File: src/rtl/collision_detector.sv
// -----------------------------------------------------------------------------
// collision_detector
//
// Accumulates ship/asteroid and torpedo/asteroid pixel overlaps over one video
// frame. At each frame boundary it issues single-cycle hit pulses for the lives
// counter and the score accumulator. It also runs the ship's post-hit grace
// period, including the blink mask used while that period is active.
//
// Ports
//   clk          : pixel clock
//   resetN       : synchronous, active-low reset
//   frame_pulse  : single-cycle frame boundary marker (vsync rising edge)
//   game_over    : level; while high, all hit reporting is suppressed
//   draw_ship    : ship pixel enable
//   draw_rock    : OR of all asteroid pixel enables
//   draw_torp    : per-torpedo pixel enables [T_NUM]
//   ship_hit     : one-cycle pulse, at most one per frame
//   torp_hit     : one-cycle per-torpedo hit pulses [T_NUM]
//   score_add    : one-cycle pulse when any torp_hit bit is set
//   score_cnt    : popcount of torp_hit, 0 when score_add is low
//   ship_mask    : ship draw mask (low on blink-off frames during grace)
//   grace        : high while in the grace period
// -----------------------------------------------------------------------------
module collision_detector #(
    parameter int T_NUM        = 4,
    parameter int MIN_OVERLAP  = 2,
    parameter int GRACE_FRAMES = 90
) (
    input  logic                         clk,
    input  logic                         resetN,
    input  logic                         frame_pulse,
    input  logic                         game_over,
    input  logic                         draw_ship,
    input  logic                         draw_rock,
    input  logic [T_NUM-1:0]             draw_torp,
    output logic                         ship_hit,
    output logic [T_NUM-1:0]             torp_hit,
    output logic                         score_add,
    output logic [$clog2(T_NUM+1)-1:0]   score_cnt,
    output logic                         ship_mask,
    output logic                         grace
);

    localparam int OV_W = $clog2(MIN_OVERLAP + 1);
    localparam int G_W  = $clog2(GRACE_FRAMES + 1);
    localparam int S_W  = $clog2(T_NUM + 1);
    // Blink toggles every 8 frames; fall back to the top bit for tiny counters.
    localparam int BLINK_BIT = (G_W > 3) ? 3 : G_W - 1;

    localparam logic [OV_W-1:0] OV_SAT    = OV_W'(MIN_OVERLAP);
    localparam logic [G_W-1:0]  GCNT_LOAD = G_W'(GRACE_FRAMES);
    localparam logic [G_W-1:0]  GCNT_ONE  = G_W'(1);

    typedef enum logic [1:0] {
        ARMED    = 2'd0,
        GRACE    = 2'd1,
        DISABLED = 2'd2
    } state_t;

    state_t             r_state;
    logic [G_W-1:0]     r_gcnt;
    logic [OV_W-1:0]    r_ov_cnt;
    logic [T_NUM-1:0]   r_torp_seen;
    logic               r_ship_hit;
    logic [T_NUM-1:0]   r_torp_hit;
    logic               r_score_add;
    logic [S_W-1:0]     r_score_cnt;
    logic               r_ship_mask;
    logic               r_grace;

    logic               w_ov_pix;
    logic               w_ov_sat;
    logic [T_NUM-1:0]   w_torp_pix;
    logic [S_W-1:0]     w_popcnt;
    logic [G_W-1:0]     w_gcnt_dec;

    assign w_ov_pix   = draw_ship & draw_rock;
    assign w_ov_sat   = (r_ov_cnt == OV_SAT);
    assign w_gcnt_dec = r_gcnt - GCNT_ONE;

    genvar gi;
    generate
        for (gi = 0; gi < T_NUM; gi++) begin : g_torp_pix
            assign w_torp_pix[gi] = draw_torp[gi] & draw_rock;
        end
    endgenerate

    always_comb begin
        w_popcnt = '0;
        for (int i = 0; i < T_NUM; i++) begin
            w_popcnt = w_popcnt + S_W'(r_torp_seen[i]);
        end
    end

    // Per-frame accumulators. On the boundary cycle they restart from that
    // cycle's pixel, so it belongs to the new frame and is never lost.
    always_ff @(posedge clk) begin
        if (!resetN) begin
            r_ov_cnt    <= '0;
            r_torp_seen <= '0;
        end else if (frame_pulse) begin
            r_ov_cnt    <= w_ov_pix ? OV_W'(1) : '0;
            r_torp_seen <= w_torp_pix;
        end else begin
            if (w_ov_pix && !w_ov_sat) begin
                r_ov_cnt <= r_ov_cnt + OV_W'(1);
            end
            r_torp_seen <= r_torp_seen | w_torp_pix;
        end
    end

    // Frame-rate state machine with registered outputs. game_over has
    // priority over everything except reset, so a frame ending on the same
    // cycle game_over rises produces no pulses.
    always_ff @(posedge clk) begin
        if (!resetN) begin
            r_state     <= ARMED;
            r_gcnt      <= '0;
            r_ship_hit  <= 1'b0;
            r_torp_hit  <= '0;
            r_score_add <= 1'b0;
            r_score_cnt <= '0;
            r_grace     <= 1'b0;
            r_ship_mask <= 1'b1;
        end else begin
            r_ship_hit  <= 1'b0;
            r_torp_hit  <= '0;
            r_score_add <= 1'b0;
            r_score_cnt <= '0;
            if (game_over) begin
                r_state     <= DISABLED;
                r_grace     <= 1'b0;
                r_ship_mask <= 1'b1;
            end else begin
                case (r_state)
                    DISABLED: begin
                        // Respawn: start spawn protection immediately.
                        r_state     <= GRACE;
                        r_gcnt      <= GCNT_LOAD;
                        r_grace     <= 1'b1;
                        r_ship_mask <= GCNT_LOAD[BLINK_BIT];
                    end
                    ARMED: begin
                        if (frame_pulse) begin
                            r_torp_hit  <= r_torp_seen;
                            r_score_add <= |r_torp_seen;
                            r_score_cnt <= w_popcnt;
                            if (w_ov_sat) begin
                                r_ship_hit  <= 1'b1;
                                r_state     <= GRACE;
                                r_gcnt      <= GCNT_LOAD;
                                r_grace     <= 1'b1;
                                r_ship_mask <= GCNT_LOAD[BLINK_BIT];
                            end
                        end
                    end
                    GRACE: begin
                        if (frame_pulse) begin
                            r_torp_hit  <= r_torp_seen;
                            r_score_add <= |r_torp_seen;
                            r_score_cnt <= w_popcnt;
                            r_gcnt      <= w_gcnt_dec;
                            if (r_gcnt == GCNT_ONE) begin
                                r_state     <= ARMED;
                                r_grace     <= 1'b0;
                                r_ship_mask <= 1'b1;
                            end else begin
                                r_ship_mask <= w_gcnt_dec[BLINK_BIT];
                            end
                        end
                    end
                    default: begin
                        r_state     <= ARMED;
                        r_grace     <= 1'b0;
                        r_ship_mask <= 1'b1;
                    end
                endcase
            end
        end
    end

    assign ship_hit  = r_ship_hit;
    assign torp_hit  = r_torp_hit;
    assign score_add = r_score_add;
    assign score_cnt = r_score_cnt;
    assign ship_mask = r_ship_mask;
    assign grace     = r_grace;

endmodule

File: config.mk
export PLATFORM = sky130hd
export DESIGN_NAME = collision_detector
export DESIGN_NICKNAME = d
export VERILOG_FILES = /design/src/rtl/collision_detector.sv
export SDC_FILE = /design/constraint.sdc
export NUM_CORES = 1
export LEC_CHECK = 0
export BUFFER_PORTS_ARGS = -buffer_cell sky130_fd_sc_hd__buf_2
export CORE_MARGIN = 2
export CORE_UTILIZATION = 40
export CTS_CLUSTER_SIZE = 10
export DETAILED_ROUTE_END_ITERATION = 8
export GPL_TIMING_DRIVEN = 1
export PLACE_DENSITY_LB_ADDON = 0.3
export SKIP_CTS_REPAIR_TIMING = 1
export SLEW_MARGIN = 0
export SYNTH_ARGS = -nofsm -noshare
export SYNTH_HDL_FRONTEND = slang
export SYNTH_SLANG_ARGS = --single-unit
File: constraint.sdc
create_clock -name clk -period 1.45 [get_ports clk]
set_input_delay 0 -clock clk [delete_from_list [all_inputs] [get_ports clk]]
set_output_delay 0 -clock clk [all_outputs]
set_load 0.03 [all_outputs]
# Word level (Yosys, flattened, before mapping)
# Cells that the tools add are included.
[classes]
n_addsub = 5
multipliers = 0
n_div = 0
order_cmp = 0
n_eq_ne = 12
n_shift = 0
n_mux = 23
n_bitwise = 11
reduce_logical = 14
[op_table]
columns = ["operator", "n"]
rows = [
  ["7-bit 2-to-1 mux", 3],
  ["7-bit case mux with 3 select lines", 1],
  ["2-bit 2-to-1 mux", 7],
  ["3-bit != test, second input constant", 4],
  ["4-bit OR reduction", 3],
  ["1-bit 2-to-1 mux", 8],
  ["2-bit != test, second input constant", 4],
  ["4-bit AND reduction", 2],
  ["7-bit by 1-bit == test with 1-bit output, second input constant", 1],
  ["7-bit by 1-bit subtractor with 7-bit output, second input constant", 1],
  ["2-bit case mux with 3 select lines", 1],
  ["1-bit bitwise AND", 5],
  ["1-bit NOT", 5],
  ["5-bit AND reduction", 1],
  ["2-bit == test, second input constant", 2],
  ["4-bit 2-to-1 mux", 1],
  ["4-bit OR", 1],
  ["2-bit OR reduction", 2],
  ["2-bit by 1-bit adder with 3-bit output", 1],
  ["3-bit by 1-bit adder with 3-bit output", 1],
  ["1-bit case mux with 3 select lines", 1],
  ["3-bit AND reduction", 1],
  ["3-bit nonzero test", 1],
  ["1-bit by 1-bit adder with 2-bit output", 1],
  ["7 further kinds", 7],
]
[totals]
reg_bits = 26
latch_bits = 0
mem_bits_rw = 0
romBits = 0
inputBits = 10
out_inout_bits = 11
elab_cells = 76
memories = 0

# Depth between registers and ports, before layout
[logic_depth]
ltp_word = 5
mapped_depth = 7
depth_no_buf = 6

# Least setup slack after synthesis
# Ideal clock, no wire load.
[synth_timing]
path_type = "reg2reg"
from = "register r_state[0]"
to = "register r_gcnt[3]"
setup_ps = 75
t_arrival_ps = 1609
required_ps = 1375
path_slack_ps = -234
path_stages_with_launch = 5
path_buffers = 0
synth_period_minus_slack_ps = 1684
path_cell_list = "dfxtp_1 o21ai_0 mux2_2 or4_1 a31oi_1"
[synth_between]
elab_chain_cells = 3
elab_cells_between_ends = 9
cone_classes = "5 x eq/ne; 1 x mux; 3 x reduce/logical"
[synth_rtl]
columns = ["element", "line", "rtl"]
rows = [
  ["from (decl)", "60", "state_t r_state;"],
  ["from (signal assigned)", "117", "r_state <= ARMED;"],
  ["from (signal assigned)", "131", "r_state <= DISABLED;"],
  ["from (signal assigned)", "138", "r_state <= GRACE;"],
  ["2-bit by 1-bit == test with 1-bit output, or another cell as far along", "135", "case (r_state)"],
  ["2-bit != test (no line) or 3-bit nonzero test (tied branches)", "n/a", ""],
  ["5-bit AND reduction (no line)", "n/a", ""],
  ["to (signal assigned)", "162", "r_gcnt <= w_gcnt_dec;"],
  ["to (decl)", "61", "logic [G_W-1:0] r_gcnt;"],
]
# Several ways; a longest one is shown, not always the timed one.
# A chain may end at the register's enable or synchronous reset.

# Worst setup path after layout
[layout_timing]
from = "register r_gcnt[1]"
to = "register r_gcnt[5]"
[layout_between]
elab_chain_cells = 3
[layout_rtl]
columns = ["element", "line", "rtl"]
rows = [
  ["7-bit by 1-bit subtractor with 7-bit output", "79", "assign w_gcnt_dec = r_gcnt - GCNT_ONE;"],
  ["7-bit 2-to-1 mux", "158", "if (frame_pulse) begin"],
  ["7-bit case mux with 3 select lines", "135", ""],
]
# Every way passes these cells. The select of a mux whose other input is x is not followed.

==> out/qor.csv <==
stage,metric,value,unit
finish,nFillCells,201,
yosys,synth_top_area_share,46.0,%
power,peakVddDrop,0.000670,V
floorplanning,fp.dieH,56.2,um
detailed_routing,num_vias,1039,
yosys,ys.flop_type,dfxtp_1,
sta,period_minus_slack,1.64,ns
clocking,clock_latency,0.32,ns
yosys,yosysSeqAreaShare,46.0,%
power,finalPower,1.41,mW
power,power_frac_clock,22.4,%
yosys,yosysWarnings,0,
finish,area_growth,51.4,%
power,p_sw_share,28.3,%
placed_design,hpwlAfterDp,1840,um
detailed_routing,drt_pass1_iterations,4,
sta,slew-limit-headroom,76.1,%
yosys,ys_seq_elements,25,
flow_run,maxCapViolCount,0,
grt,overflow,0,
placed_design,dpl.cell_count,184,
finish,layout.nets,185,
clocking,cts_max_path_buffers,2,
floorplanning,rows,18,
outcome,violations,setup timing,
power,internal-power,1.01,mW
sta,rsz0062_at_grt,yes,
yosys,synth_edf_count,0,
sta,skew,0.00377,ns
sta,slew_viol_final,0,
grt,grt_max_degree,16,
clocking,cts_buffers,3,
detailed_routing,viasPerCell,5.27,
yosys,ys_async_sr_fraction,0,%
power,p_leak,0.711,nW
floorplanning,initial_core_util,43.2,%
setup_path,cp-start-kind,flip-flop,
placed_design,io_buffers,20,
floorplanning,coreArea,2520,sq um
yosys,avgSynthCellArea,9.22,sq um
detailed_routing,ant_nets,0,
setup_path,crit_fanout,2,
yosys,syn-cell-area,1090,sq um
detailed_routing,wirelength,2640,um
yosys,synth_common_cells,"25 x dfxtp_1, 11 x inv_1, 10 x nor2_1, 7 x a21oi_1",
clocking,tritoncts,done,
grt,grt_pass1_wl,4120,um
power,power_frac_seq,53.2,%
yosys,netlist_instances,118,
finish,final_layout_size_suffix_gt1_share,50.3,%
clocking,cts_root_buf,clkbuf_4,
yosys,synth.area.top_cells,"dfxtp_1 46%, ha_1 6.9%, inv_1 3.8%",
sta,finalHoldViolCount,0,
sta,worst_pin_slew,0.359,ns
finish,n_antenna_cell,0,
sta,max_freq,610,MHz
yosys,yosysMostFrequentCell,dfxtp_1,
yosys,synth_area_leader_cell,dfxtp_1,
finish,layout.cells.non_filler,197,
power,power_frac_comb,24.4,%
sta,setup_viol,9,
setup_path,endpoint_kind,flip-flop,
floorplanning,dieWidth,56.2,um
power,switchingPower,0.399,mW
setup_path,arrival,1.90,ns
detailed_routing,wl_per_cell,13.4,um
grt,grt_usage,16.4,%
min_path,min_path_type,in2reg,
setup_path,crit_required,1.71,ns
detailed_routing,drt_iter0_markers,17,
grt,antenna_found_initial,0,
clocking,clk_pin_slew_worst_paths,0.14,ns
detailed_routing,drcViolationCount,0,
placed_design,gp_congestion,0.796,
clocking,cts.sinks,25,
floorplanning,num_io_pins,21,
outcome,status,"complete, but fails checks",
yosys,syn_nets,135,
clocking,htreeDepth,1,
floorplanning,dieArea,3150,sq um
sta,setup_ws,-0.189,ns
grt,grt_pass1_vias,978,
yosys,synth.distinct_cells,36,
setup_path,critPathKind,reg2reg,
power,p_per_area,856,nW/um^2
sta,finalCritPeriodShare,113,%
-- worst max-delay path, cell delays in order, from the launching register on --
cell and delay (ns):
dfxtp_2 0.34, or3_4 0.37, or4_4 0.42, or3_4 0.34, a21oi_2 0.12
-- final timing paths --
kind	startpoint	end	slack, ns	cells past startpoint
min reg2reg	r_torp_seen[1]	r_torp_seen[1]	0.51	2
min	draw_rock	r_torp_seen[3]	0.003	3
max reg2reg	r_gcnt[1]	r_gcnt[5]	-0.19	4
max	r_gcnt[1]	r_gcnt[5]	-0.19	4
-- cells in the final DEF, fill, tap and decap left out, drive strengths merged, types with 2 or more instances in the layout --
cell         instances
nand4                2
and2                 5
nor2                10
or3                  8
o21ai                6
dlygate4sd3          6
nand2b               3
nand2                4
or4                  2
clkbuf               3
nor4                 4
inv                 11
ha                   6
buf                 42
a31oi                2
a22oi                4
dfxtp               25
a21oi                7
-- cell type report --
cell class | instances | area, sq um | area share [%]
multi-input combinational | 78 | 671 | 40.7
sequential | 25 | 510 | 31.0
timing repair buffer | 48 | 349 | 21.2
inverter | 12 | 50.0 | 3.04
tap | 30 | 37.5 | 2.28
clock buffer | 3 | 22.5 | 1.37
clock inverter | 1 | 7.51 | 0.456
-- sequential cells by signal, indices dropped and copies added (netlist names) --
register,count
score_add,1
r_torp_seen,4
r_gcnt,7
r_ov_cnt,2
ship_hit,1
r_state,2
score_cnt,3
ship_mask,1
torp_hit,4
-- layer usage --
layer	track usage (%)	part of all wire [%]	vias to the layer above
met4	5.10	0.87	0
met5	0	0	-
li1	-	-	513
met3	3.72	3.9	4
met2	27.9	48	21
met1	20.6	47	501
-- logic make-up after synthesis --
family                     after synthesis  synth area share [%]
AOI/OAI and AO/OA                       27                  16.0
DFF                                     25                  46.0
muxes                                    1                  1.03
and+or+nand+nor                         42                  21.8
buffers and inverters                   15                  5.63
xor gates and xnor gates                 1                 0.805
adders and majority gates                7                  8.74
-- power groups by stage --
stage	logic [mW]	registers (mW)	clock network, mW
2_1_floorplan	0.139	0.761	0
3_3_place_gp	0.248	0.754	0
3_5_place_dp	0.256	0.756	0
4_1_cts	0.258	0.742	0.327
5_1_grt	0.376	0.755	0.360
6_report	0.344	0.750	0.315
-- metrics by stage --
step / hold slack (ns) / setup TNS, ns / area (sq um) / utilization (%) / worst slack [ns]
detailed placement: 0.259 / -0.954 / 1400 / 55.7 / -0.178
global route: 0.00233 / -1.56 / 1650 / 65.3 / -0.237
finish: 0.00309 / -1.08 / 1650 / 65.3 / -0.189
floorplan: 0.0756 / -0.320 / 1130 / - / -0.133
CTS: -0.0987 / -1.16 / 1430 / 56.8 / -0.193
global placement: 0.240 / -0.582 / 1400 / 55.7 / -0.120
No activity file was read; power rests on OpenSTA's default activity.
